--- config.mk ---
export PLATFORM = sky130hd
export DESIGN_NAME = nlo_feeder_flat
export DESIGN_NICKNAME = d
export VERILOG_FILES = /design/src/rtl/nlo_pkg.sv /design/src/rtl/nlo_feeder_if.sv /design/src/rtl/nlo_result_fifo.sv /design/src/rtl/nlo_feeder.sv /design/src/flat_wrapper.sv
export SDC_FILE = /design/constraint.sdc
export NUM_CORES = 1
export LEC_CHECK = 0
export BUFFER_PORTS_ARGS = -buffer_cell sky130_fd_sc_hd__buf_2
export CAP_MARGIN = 20
export CORE_AREA = 2 2 235 237
export CTS_BUF_LIST = sky130_fd_sc_hd__clkbuf_4
export CTS_CLUSTER_SIZE = 10
export DETAILED_ROUTE_END_ITERATION = 16
export DIE_AREA = 0 0 237 239
export PLACE_DENSITY_LB_ADDON = 0.25
export SYNTH_ARGS = -nofsm -noshare
export SYNTH_HDL_FRONTEND = slang
export SYNTH_SLANG_ARGS = --single-unit
--- constraint.sdc ---
create_clock -name clock -period 3.1 [get_ports clock]
set_input_delay 0.155 -clock clock [delete_from_list [all_inputs] [get_ports clock]]
set_output_delay 0.155 -clock clock [all_outputs]
set_load 0.03 [all_outputs]
--- src/rtl/nlo_pkg.sv ---
// Shared definitions for the non-linear-unit feeder: op encodings, FSM states
// and configuration register addresses.
package nlo_pkg;

  typedef enum logic [2:0] {
    OP_EXP        = 3'd0,
    OP_GELU       = 3'd1,
    OP_LAYER_NORM = 3'd2,
    OP_REQUANT    = 3'd3,
    OP_SOFTMAX    = 3'd4
  } nlo_op_e;

  typedef enum logic {
    ST_IDLE = 1'b0,
    ST_WAIT = 1'b1
  } feeder_state_e;

  localparam logic [3:0] CFG_OP       = 4'd0;
  localparam logic [3:0] CFG_QB       = 4'd1;
  localparam logic [3:0] CFG_QC       = 4'd2;
  localparam logic [3:0] CFG_QLN2     = 4'd3;
  localparam logic [3:0] CFG_QLN2_INV = 4'd4;
  localparam logic [3:0] CFG_FP_BITS  = 4'd5;
  localparam logic [3:0] CFG_Q1       = 4'd6;
  localparam logic [3:0] CFG_SHIFT    = 4'd7;
  localparam logic [3:0] CFG_BIAS     = 4'd8;
  localparam logic [3:0] CFG_N_INV    = 4'd9;
  localparam logic [3:0] CFG_MAX_BITS = 4'd10;
  localparam logic [3:0] CFG_M        = 4'd11;
  localparam logic [3:0] CFG_OUT_BITS = 4'd12;
  localparam logic [3:0] CFG_SREQ     = 4'd13;
  localparam logic [3:0] CFG_E        = 4'd14;
  localparam logic [3:0] CFG_CLR_ERR  = 4'd15;

  // Coefficients at addresses 1..13 are stored contiguously, index = addr - 1.
  localparam int unsigned NUM_COEF = 13;

endpackage

--- src/rtl/nlo_feeder_if.sv ---
// Valid/ready data stream used for the sample input and the result output.
interface nlo_feeder_if #(
  parameter int unsigned WIDTH = 32
);
  logic             valid;
  logic             ready;
  logic [WIDTH-1:0] data;

  modport master (output valid, output data, input ready);
  modport slave  (input valid, input data, output ready);
endinterface

--- src/rtl/nlo_result_fifo.sv ---
// Small synchronous FIFO holding non-linear-unit results until the consumer
// takes them; simultaneous push and pop keep count and order.
module nlo_result_fifo #(
  parameter int unsigned WIDTH = 32,
  parameter int unsigned DEPTH = 4
) (
  input  logic                       clock,
  input  logic                       reset,
  input  logic                       push,
  input  logic [WIDTH-1:0]           push_data,
  input  logic                       pop,
  output logic [$clog2(DEPTH+1)-1:0] count,
  output logic [WIDTH-1:0]           head
);

  localparam int unsigned AW = (DEPTH > 1) ? $clog2(DEPTH) : 1;
  localparam int unsigned CW = $clog2(DEPTH + 1);
  localparam logic [AW-1:0] LAST = AW'(DEPTH - 1);

  logic [WIDTH-1:0] mem [DEPTH];
  logic [AW-1:0]    wr_ptr;
  logic [AW-1:0]    rd_ptr;
  logic             do_push;
  logic             do_pop;

  assign do_pop  = pop && (count != '0);
  assign do_push = push && ((count != CW'(DEPTH)) || do_pop);
  assign head    = mem[rd_ptr];

  always_ff @(posedge clock) begin
    if (reset) begin
      wr_ptr <= '0;
      rd_ptr <= '0;
      count  <= '0;
    end else begin
      if (do_push) wr_ptr <= (wr_ptr == LAST) ? '0 : wr_ptr + AW'(1);
      if (do_pop)  rd_ptr <= (rd_ptr == LAST) ? '0 : rd_ptr + AW'(1);
      case ({do_push, do_pop})
        2'b10:   count <= count + CW'(1);
        2'b01:   count <= count - CW'(1);
        default: count <= count;
      endcase
    end
  end

  always_ff @(posedge clock) begin
    if (do_push) mem[wr_ptr] <= push_data;
  end

endmodule

--- src/rtl/nlo_feeder.sv ---
// Feeds one sample at a time plus frozen coefficients to the non-linear unit,
// waits for a trustworthy result (or times out) and queues results downstream.
module nlo_feeder
  import nlo_pkg::*;
#(
  parameter int unsigned WIDTH    = 32,
  parameter int unsigned MIN_HOLD = 9,
  parameter int unsigned TIMEOUT  = 63,
  parameter int unsigned DEPTH    = 4
) (
  input  logic             clock,
  input  logic             reset,
  input  logic             cfg_we,
  input  logic [3:0]       cfg_addr,
  input  logic [WIDTH-1:0] cfg_wdata,
  nlo_feeder_if.slave      s,
  nlo_feeder_if.master     m,
  output logic [2:0]       nlo_op,
  output logic             nlo_in_valid,
  output logic [WIDTH-1:0] nlo_qin,
  output logic [WIDTH-1:0] nlo_qb,
  output logic [WIDTH-1:0] nlo_qc,
  output logic [WIDTH-1:0] nlo_qln2,
  output logic [WIDTH-1:0] nlo_qln2_inv,
  output logic [WIDTH-1:0] nlo_fp_bits,
  output logic [WIDTH-1:0] nlo_q1,
  output logic [WIDTH-1:0] nlo_shift,
  output logic [WIDTH-1:0] nlo_bias,
  output logic [WIDTH-1:0] nlo_n_inv,
  output logic [WIDTH-1:0] nlo_max_bits,
  output logic [WIDTH-1:0] nlo_m,
  output logic [WIDTH-1:0] nlo_out_bits,
  output logic [WIDTH-1:0] nlo_sreq,
  output logic [7:0]       nlo_e,
  input  logic [WIDTH-1:0] nlo_qout,
  input  logic             nlo_out_valid,
  output logic             busy,
  output logic             timeout_err
);

  localparam int unsigned HW = $clog2(MIN_HOLD + 2);
  localparam int unsigned TW = $clog2(TIMEOUT + 2);
  localparam int unsigned CW = $clog2(DEPTH + 1);
  localparam logic [HW-1:0] HOLD_MAX  = HW'(MIN_HOLD);
  localparam logic [TW-1:0] WAIT_LAST = TW'(TIMEOUT - 1);

  feeder_state_e    state_q, state_d;
  logic [HW-1:0]    hold_cnt;
  logic [TW-1:0]    wait_cnt;
  logic [CW-1:0]    fifo_count;
  logic             fifo_full;
  logic             take, accept, abort;
  logic             hold_ok, timeout_hit;
  logic             cfg_live, clr_err;
  nlo_op_e          op_q;
  logic [WIDTH-1:0] coef_q [NUM_COEF];
  logic [7:0]       e_q;
  logic [WIDTH-1:0] qin_q;

  assign fifo_full   = (fifo_count == CW'(DEPTH));
  assign s.ready     = !reset && (state_q == ST_IDLE) && !fifo_full;
  assign hold_ok     = (hold_cnt == HOLD_MAX);
  // The wait counter holds TIMEOUT-1 during the last permitted WAIT cycle, so a
  // sample never occupies the unit for more than TIMEOUT cycles.
  assign timeout_hit = (wait_cnt == WAIT_LAST);
  assign cfg_live    = cfg_we && (state_q == ST_IDLE);
  assign clr_err     = cfg_we && (cfg_addr == CFG_CLR_ERR);

  always_ff @(posedge clock) begin
    if (reset) state_q <= ST_IDLE;
    else       state_q <= state_d;
  end

  always_comb begin
    state_d = state_q;
    take    = 1'b0;
    accept  = 1'b0;
    abort   = 1'b0;
    case (state_q)
      ST_IDLE: begin
        if (s.valid && s.ready) begin
          take    = 1'b1;
          state_d = ST_WAIT;
        end
      end
      ST_WAIT: begin
        if (hold_ok && nlo_out_valid) begin
          accept  = 1'b1;
          state_d = ST_IDLE;
        end else if (timeout_hit) begin
          abort   = 1'b1;
          state_d = ST_IDLE;
        end
      end
      default: state_d = ST_IDLE;
    endcase
  end

  always_ff @(posedge clock) begin
    if (reset || take) begin
      hold_cnt <= '0;
      wait_cnt <= '0;
    end else if (state_q == ST_WAIT) begin
      if (hold_cnt != HOLD_MAX)  hold_cnt <= hold_cnt + HW'(1);
      if (wait_cnt != WAIT_LAST) wait_cnt <= wait_cnt + TW'(1);
    end
  end

  always_ff @(posedge clock) begin
    if (reset)     qin_q <= '0;
    else if (take) qin_q <= s.data;
  end

  always_ff @(posedge clock) begin
    if (reset) begin
      op_q <= OP_EXP;
      e_q  <= '0;
      for (int unsigned i = 0; i < NUM_COEF; i++) coef_q[i] <= '0;
    end else if (cfg_live) begin
      if (cfg_addr == CFG_OP)
        op_q <= nlo_op_e'(cfg_wdata[2:0]);
      else if (cfg_addr == CFG_E)
        e_q <= cfg_wdata[7:0];
      else if (cfg_addr != CFG_CLR_ERR)
        coef_q[cfg_addr - 4'd1] <= cfg_wdata;
    end
  end

  // A timeout in the same cycle as a clear request must not be lost.
  always_ff @(posedge clock) begin
    if (reset)        timeout_err <= 1'b0;
    else if (abort)   timeout_err <= 1'b1;
    else if (clr_err) timeout_err <= 1'b0;
  end

  nlo_result_fifo #(
    .WIDTH (WIDTH),
    .DEPTH (DEPTH)
  ) u_fifo (
    .clock     (clock),
    .reset     (reset),
    .push      (accept),
    .push_data (nlo_qout),
    .pop       (m.valid && m.ready),
    .count     (fifo_count),
    .head      (m.data)
  );

  assign m.valid      = (fifo_count != '0);
  assign busy         = (state_q == ST_WAIT);
  assign nlo_in_valid = (state_q == ST_WAIT);
  assign nlo_qin      = qin_q;
  assign nlo_op       = op_q;
  assign nlo_e        = e_q;
  assign nlo_qb       = coef_q[0];
  assign nlo_qc       = coef_q[1];
  assign nlo_qln2     = coef_q[2];
  assign nlo_qln2_inv = coef_q[3];
  assign nlo_fp_bits  = coef_q[4];
  assign nlo_q1       = coef_q[5];
  assign nlo_shift    = coef_q[6];
  assign nlo_bias     = coef_q[7];
  assign nlo_n_inv    = coef_q[8];
  assign nlo_max_bits = coef_q[9];
  assign nlo_m        = coef_q[10];
  assign nlo_out_bits = coef_q[11];
  assign nlo_sreq     = coef_q[12];

endmodule
--- src/flat_wrapper.sv ---
// flat-port wrapper written by rule: the top's interface ports become plain ports
module nlo_feeder_flat import nlo_pkg::*;
#(
  parameter int unsigned WIDTH    = 32,
  parameter int unsigned MIN_HOLD = 9,
  parameter int unsigned TIMEOUT  = 63,
  parameter int unsigned DEPTH    = 4
)
  (clock, reset, cfg_we, cfg_addr, cfg_wdata, nlo_op, nlo_in_valid, nlo_qin, nlo_qb, nlo_qc, nlo_qln2, nlo_qln2_inv, nlo_fp_bits, nlo_q1, nlo_shift, nlo_bias, nlo_n_inv, nlo_max_bits, nlo_m, nlo_out_bits, nlo_sreq, nlo_e, nlo_qout, nlo_out_valid, busy, timeout_err, s_valid, s_data, s_ready, m_valid, m_data, m_ready);
  nlo_feeder_if #(.WIDTH(WIDTH)) s_i ();
  nlo_feeder_if #(.WIDTH(WIDTH)) m_i ();
  input  logic clock;
  input  logic reset;
  input  logic cfg_we;
  input  logic [3:0] cfg_addr;
  input  logic [WIDTH-1:0] cfg_wdata;
  output logic [2:0] nlo_op;
  output logic nlo_in_valid;
  output logic [WIDTH-1:0] nlo_qin;
  output logic [WIDTH-1:0] nlo_qb;
  output logic [WIDTH-1:0] nlo_qc;
  output logic [WIDTH-1:0] nlo_qln2;
  output logic [WIDTH-1:0] nlo_qln2_inv;
  output logic [WIDTH-1:0] nlo_fp_bits;
  output logic [WIDTH-1:0] nlo_q1;
  output logic [WIDTH-1:0] nlo_shift;
  output logic [WIDTH-1:0] nlo_bias;
  output logic [WIDTH-1:0] nlo_n_inv;
  output logic [WIDTH-1:0] nlo_max_bits;
  output logic [WIDTH-1:0] nlo_m;
  output logic [WIDTH-1:0] nlo_out_bits;
  output logic [WIDTH-1:0] nlo_sreq;
  output logic [7:0] nlo_e;
  input  logic [WIDTH-1:0] nlo_qout;
  input  logic nlo_out_valid;
  output logic busy;
  output logic timeout_err;
  input wire logic [$bits(s_i.valid)-1:0] s_valid;
  input wire logic [$bits(s_i.data)-1:0] s_data;
  output wire logic [$bits(s_i.ready)-1:0] s_ready;
  output wire logic [$bits(m_i.valid)-1:0] m_valid;
  output wire logic [$bits(m_i.data)-1:0] m_data;
  input wire logic [$bits(m_i.ready)-1:0] m_ready;
  assign s_i.valid = s_valid;
  assign s_i.data = s_data;
  assign s_ready = s_i.ready;
  assign m_valid = m_i.valid;
  assign m_data = m_i.data;
  assign m_i.ready = m_ready;
  nlo_feeder #(.WIDTH(WIDTH), .MIN_HOLD(MIN_HOLD), .TIMEOUT(TIMEOUT), .DEPTH(DEPTH)) u_core (.clock(clock), .reset(reset), .cfg_we(cfg_we), .cfg_addr(cfg_addr), .cfg_wdata(cfg_wdata), .s(s_i), .m(m_i), .nlo_op(nlo_op), .nlo_in_valid(nlo_in_valid), .nlo_qin(nlo_qin), .nlo_qb(nlo_qb), .nlo_qc(nlo_qc), .nlo_qln2(nlo_qln2), .nlo_qln2_inv(nlo_qln2_inv), .nlo_fp_bits(nlo_fp_bits), .nlo_q1(nlo_q1), .nlo_shift(nlo_shift), .nlo_bias(nlo_bias), .nlo_n_inv(nlo_n_inv), .nlo_max_bits(nlo_max_bits), .nlo_m(nlo_m), .nlo_out_bits(nlo_out_bits), .nlo_sreq(nlo_sreq), .nlo_e(nlo_e), .nlo_qout(nlo_qout), .nlo_out_valid(nlo_out_valid), .busy(busy), .timeout_err(timeout_err));
endmodule
==> metrics.txt <==
DR vias/cell 5.080; crit path max fanout 6; worst path buffer plus inverter count 3; Psw 4.598 mW; CTS clk-pin slew, worst paths 0.06 ns; Final setup viols 0; worst-path cell chain inv_1 -> ha_1 -> and4b_1 -> a21oi_1 -> inv_1 -> fa_1 -> nor4_2 -> a311o_1 -> a31oi_1 -> dlygate4sd3_1; WL per Instance 23.01 um; Port Buffers 601; Final GP Congestion 0.8620; Final Hold Fails 0; via count 16600; Routed WL 75200 um; root buffer selected by CTS clkbuf_4; die area 56640 um^2; cts bufs inserted 160; #FFs+latches synth 609; clock network fraction of design power 0.387; Comb power frac 0.098; number of stages on the worst setup path 10; endpoint type of the worst setup path register; Pre-antenna DRT Iters 7; Most Frequent Cell on Critical Path inv_1; P_leak 12.28 nW; switch share 0.2546; yosys warns 0; P_int 13.46 mW; Post-Layout Cell Count 3268; largest cells by area after synthesis edfxtp_1 72%, nor2_1 7.4%, dfxtp_1 5.7%, mux4_2 3.2%, nand2_1 2.2%; Top-Level Pins 602; Post-synth EDFFs 544; fin crit share 0.9109; post-synthesis cell count 1538; Inst Count DP 2784; depth of the CTS H-tree 4; most used flip-flop cell after synthesis edfxtp_1; Area Growth Syn to Fin 34.42%; grt ovf 0; Final Skew 0.06529 ns; PwrDens 593.2 nW/um^2; Util after Layout 0.5602; Final Max Slew Viols 0; f_max 0.3541 GHz; Hold Path Stages 4; Max Cap Violations 0; DR DRC count 0; area leader, netlist edfxtp_1; Worst-Margin Slew 0.9280 ns; ratio of cells with drive above 1 in the final layout 0.3597; Cell Rows 86; core area 54340 um^2; Period minus WS final 2.824 ns; CTS tree yes; initial antenna violation count 7; DRT antenna net count 0; Worst Setup Path Type register to register; Worst Path Required 3.91 ns; clock sink count 609; Seq/Total Area, Yosys 0.7788; Hold WS 0.2545 ns; crit-path max cell delay 0.58 ns; WP data arrival 3.64 ns; Synthesized Nets 1654; clk buf depth 3; synth unique cells 52; Crit path max-delay family buffers and inverters; status completed; Reg power frac 0.515; RSZ-0062 raised after global routing no; insertion delay to the later sink of the worst-skew pair 0.96 ns; Mapped Area 22650 um^2; Tot Pwr 18.06 mW; worst hold path class primary input to register; setup TNS 0 ns; DR iter-0 viols 1274; FF-to-FF path depth 10; wire length of the first global-routing pass 107600 um; Slew HR 0.3813; Mean Syn Cell Area 14.72 um^2; largest net degree at the start of global routing 93; Post-DP HPWL 48570 um; vias in the first global route 17010; die width 237 um; Slowest-stage cell, CP dlygate4sd3_1; Nets 2571; All-Layer GR Usage 0.2616; Fillers 4531; Worst setup SP type register; Die Y 239 um; initial core utilization 0.4167; Yosys top cell area share 0.7214; asr flop ratio synth 0; maximum vdd ir drop 0.3301 mV
[area by class of cell]
class | count | area (um^2) | share of cell area
Sequential cell | 609 | 17640 | 0.5794
Multi-Input combinational cell | 797 | 4310 | 0.1416
Inverter | 43 | 161.4 | 0.005302
Clock buffer | 227 | 1704 | 0.05598
Clock inverter | 43 | 302.8 | 0.009947
Timing Repair Buffer | 844 | 5440 | 0.1787
Tap cell | 704 | 880.8 | 0.02894
Antenna cell | 1 | 2.502 | 0.00008221
[stage by stage]
stage | area (um^2) | setup WS, ns
2_1_floorplan | 22650 | 0.7930
3_3_place_gp | 26270 | 0.6487
3_5_place_dp | 26290 | 0.5614
4_1_cts | 30430 | 0.1660
5_1_grt | 30440 | 0.04452
6_report | 30440 | 0.2762
[registers in the layout, indices dropped and copies added, names as in the netlist, 3 cells and up, named ones only]
register	flops
u_core.coef_q	416
u_core.hold_cnt	4
u_core.nlo_e	8
u_core.nlo_op	3
u_core.nlo_qin	32
u_core.u_fifo.count	3
u_core.u_fifo.mem	128
u_core.wait_cnt	7
[per-layer routing]
metal	up-vias	track usage	wire length, um
met4	0	0.1208	3019
met1	8207	0.3195	28690
met2	859	0.4237	36530
met5	-	0	0
li1	7359	-	-
met3	177	0.08533	6959
[synth_stat cells (all sizes together), types with 2 or more instances]
cell    number
mux4        32
a21oi        9
a21o        13
and2         9
nor3         6
mux2i       14
dfxtp       65
a211oi       4
o21ai       38
nand3        6
edfxtp     544
a31oi        3
nand2      134
inv         42
nand3b      35
o32ai        2
buf         68
nor3b        2
nand4        7
nor2b        3
or4          2
clkbuf      21
nor2       447
xor2         2
ha           9
xnor2        5
[cell usage in the layout (no fill, tap or decap), drive strengths merged, types with 3 or more instances in the layout]
master / synthesis / layout
buf: 68 / 631
edfxtp: 544 / 544
o21ai: 38 / 38
ha: 9 / 9
nor2b: 3 / 3
mux2i: 14 / 14
nand4: 7 / 7
dfxtp: 65 / 65
nand3: 6 / 6
and2: 9 / 9
a31oi: 3 / 3
nand3b: 35 / 35
nor2: 447 / 447
clkinv: 1 / 35
xnor2: 5 / 5
bufinv: 0 / 5
a21o: 13 / 13
nor3: 6 / 6
dlygate4sd3: 0 / 213
mux4: 32 / 32
a211oi: 4 / 4
clkbuf: 21 / 227
a21oi: 9 / 9
inv: 42 / 45
nand2: 134 / 134
[timing repair]
item / in CTS / in global routing
endpoints found under the hold margin: 621 / 0
hold buffers: 213 / 0
setup endpoints to repair: 0 / 1
resized for setup: 0 / 1
buffers inserted: 0 / 0
[logic make-up (layout without fill, tap and decap cells)]
| logic type | count (synthesis) | in the layout | share of synthesized area |
|---|---|---|---|
| adder cells (fa/ha/maj) | 10 | 10 | 0.005857 |
| AO/OA/AOI/OAI | 75 | 75 | 0.02061 |
| other | 0 | 1 | 0 |
| XOR/XNOR | 7 | 7 | 0.002707 |
| multiplexers | 46 | 46 | 0.03801 |
| AND/OR/NAND/NOR | 659 | 659 | 0.1212 |
| buffers and inverters | 132 | 1157 | 0.03276 |
| flip-flops | 609 | 609 | 0.7788 |
[path summary, 6_finish.rpt]
| kind | slack [ns] | from | end |
|---|---|---|---|
| worst max register to register | 0.28 | u_core.hold_cnt[1]$_SDFFE_PP0P_ | u_core.u_fifo.count[2]$_SDFFE_PP0P_ |
| worst max-delay path | 0.28 | u_core.hold_cnt[1]$_SDFFE_PP0P_ | u_core.u_fifo.count[2]$_SDFFE_PP0P_ |
| worst min-delay path | 0.25 | cfg_wdata[6] | u_core.nlo_e[6]$_SDFFE_PP0P_ |
| worst min register to register | 0.50 | u_core.nlo_op[2]$_SDFFE_PP0P_ | u_core.nlo_op[2]$_SDFFE_PP0P_ |
[worst reg2reg max path: cells and delay by family, from the launching register on]
family / cells / cell delay (ns)
fa+ha+maj: 2 / 0.63
flops: 1 / 0.36
compound gates: 3 / 0.46
buf+inv: 3 / 0.72
simple gates: 2 / 0.54
[power by group through the flow]
stage	logic (mW)	clock network (mW)	registers, mW
after floorplan	0.365	0	10.0
after global placement	1.52	0	9.47
after detailed placement	1.54	0	9.47
after CTS	1.76	7.14	9.30
after global routing	1.85	7.60	9.32
final	1.77	6.98	9.30
No activity file was read; power rests on OpenSTA's default activity.
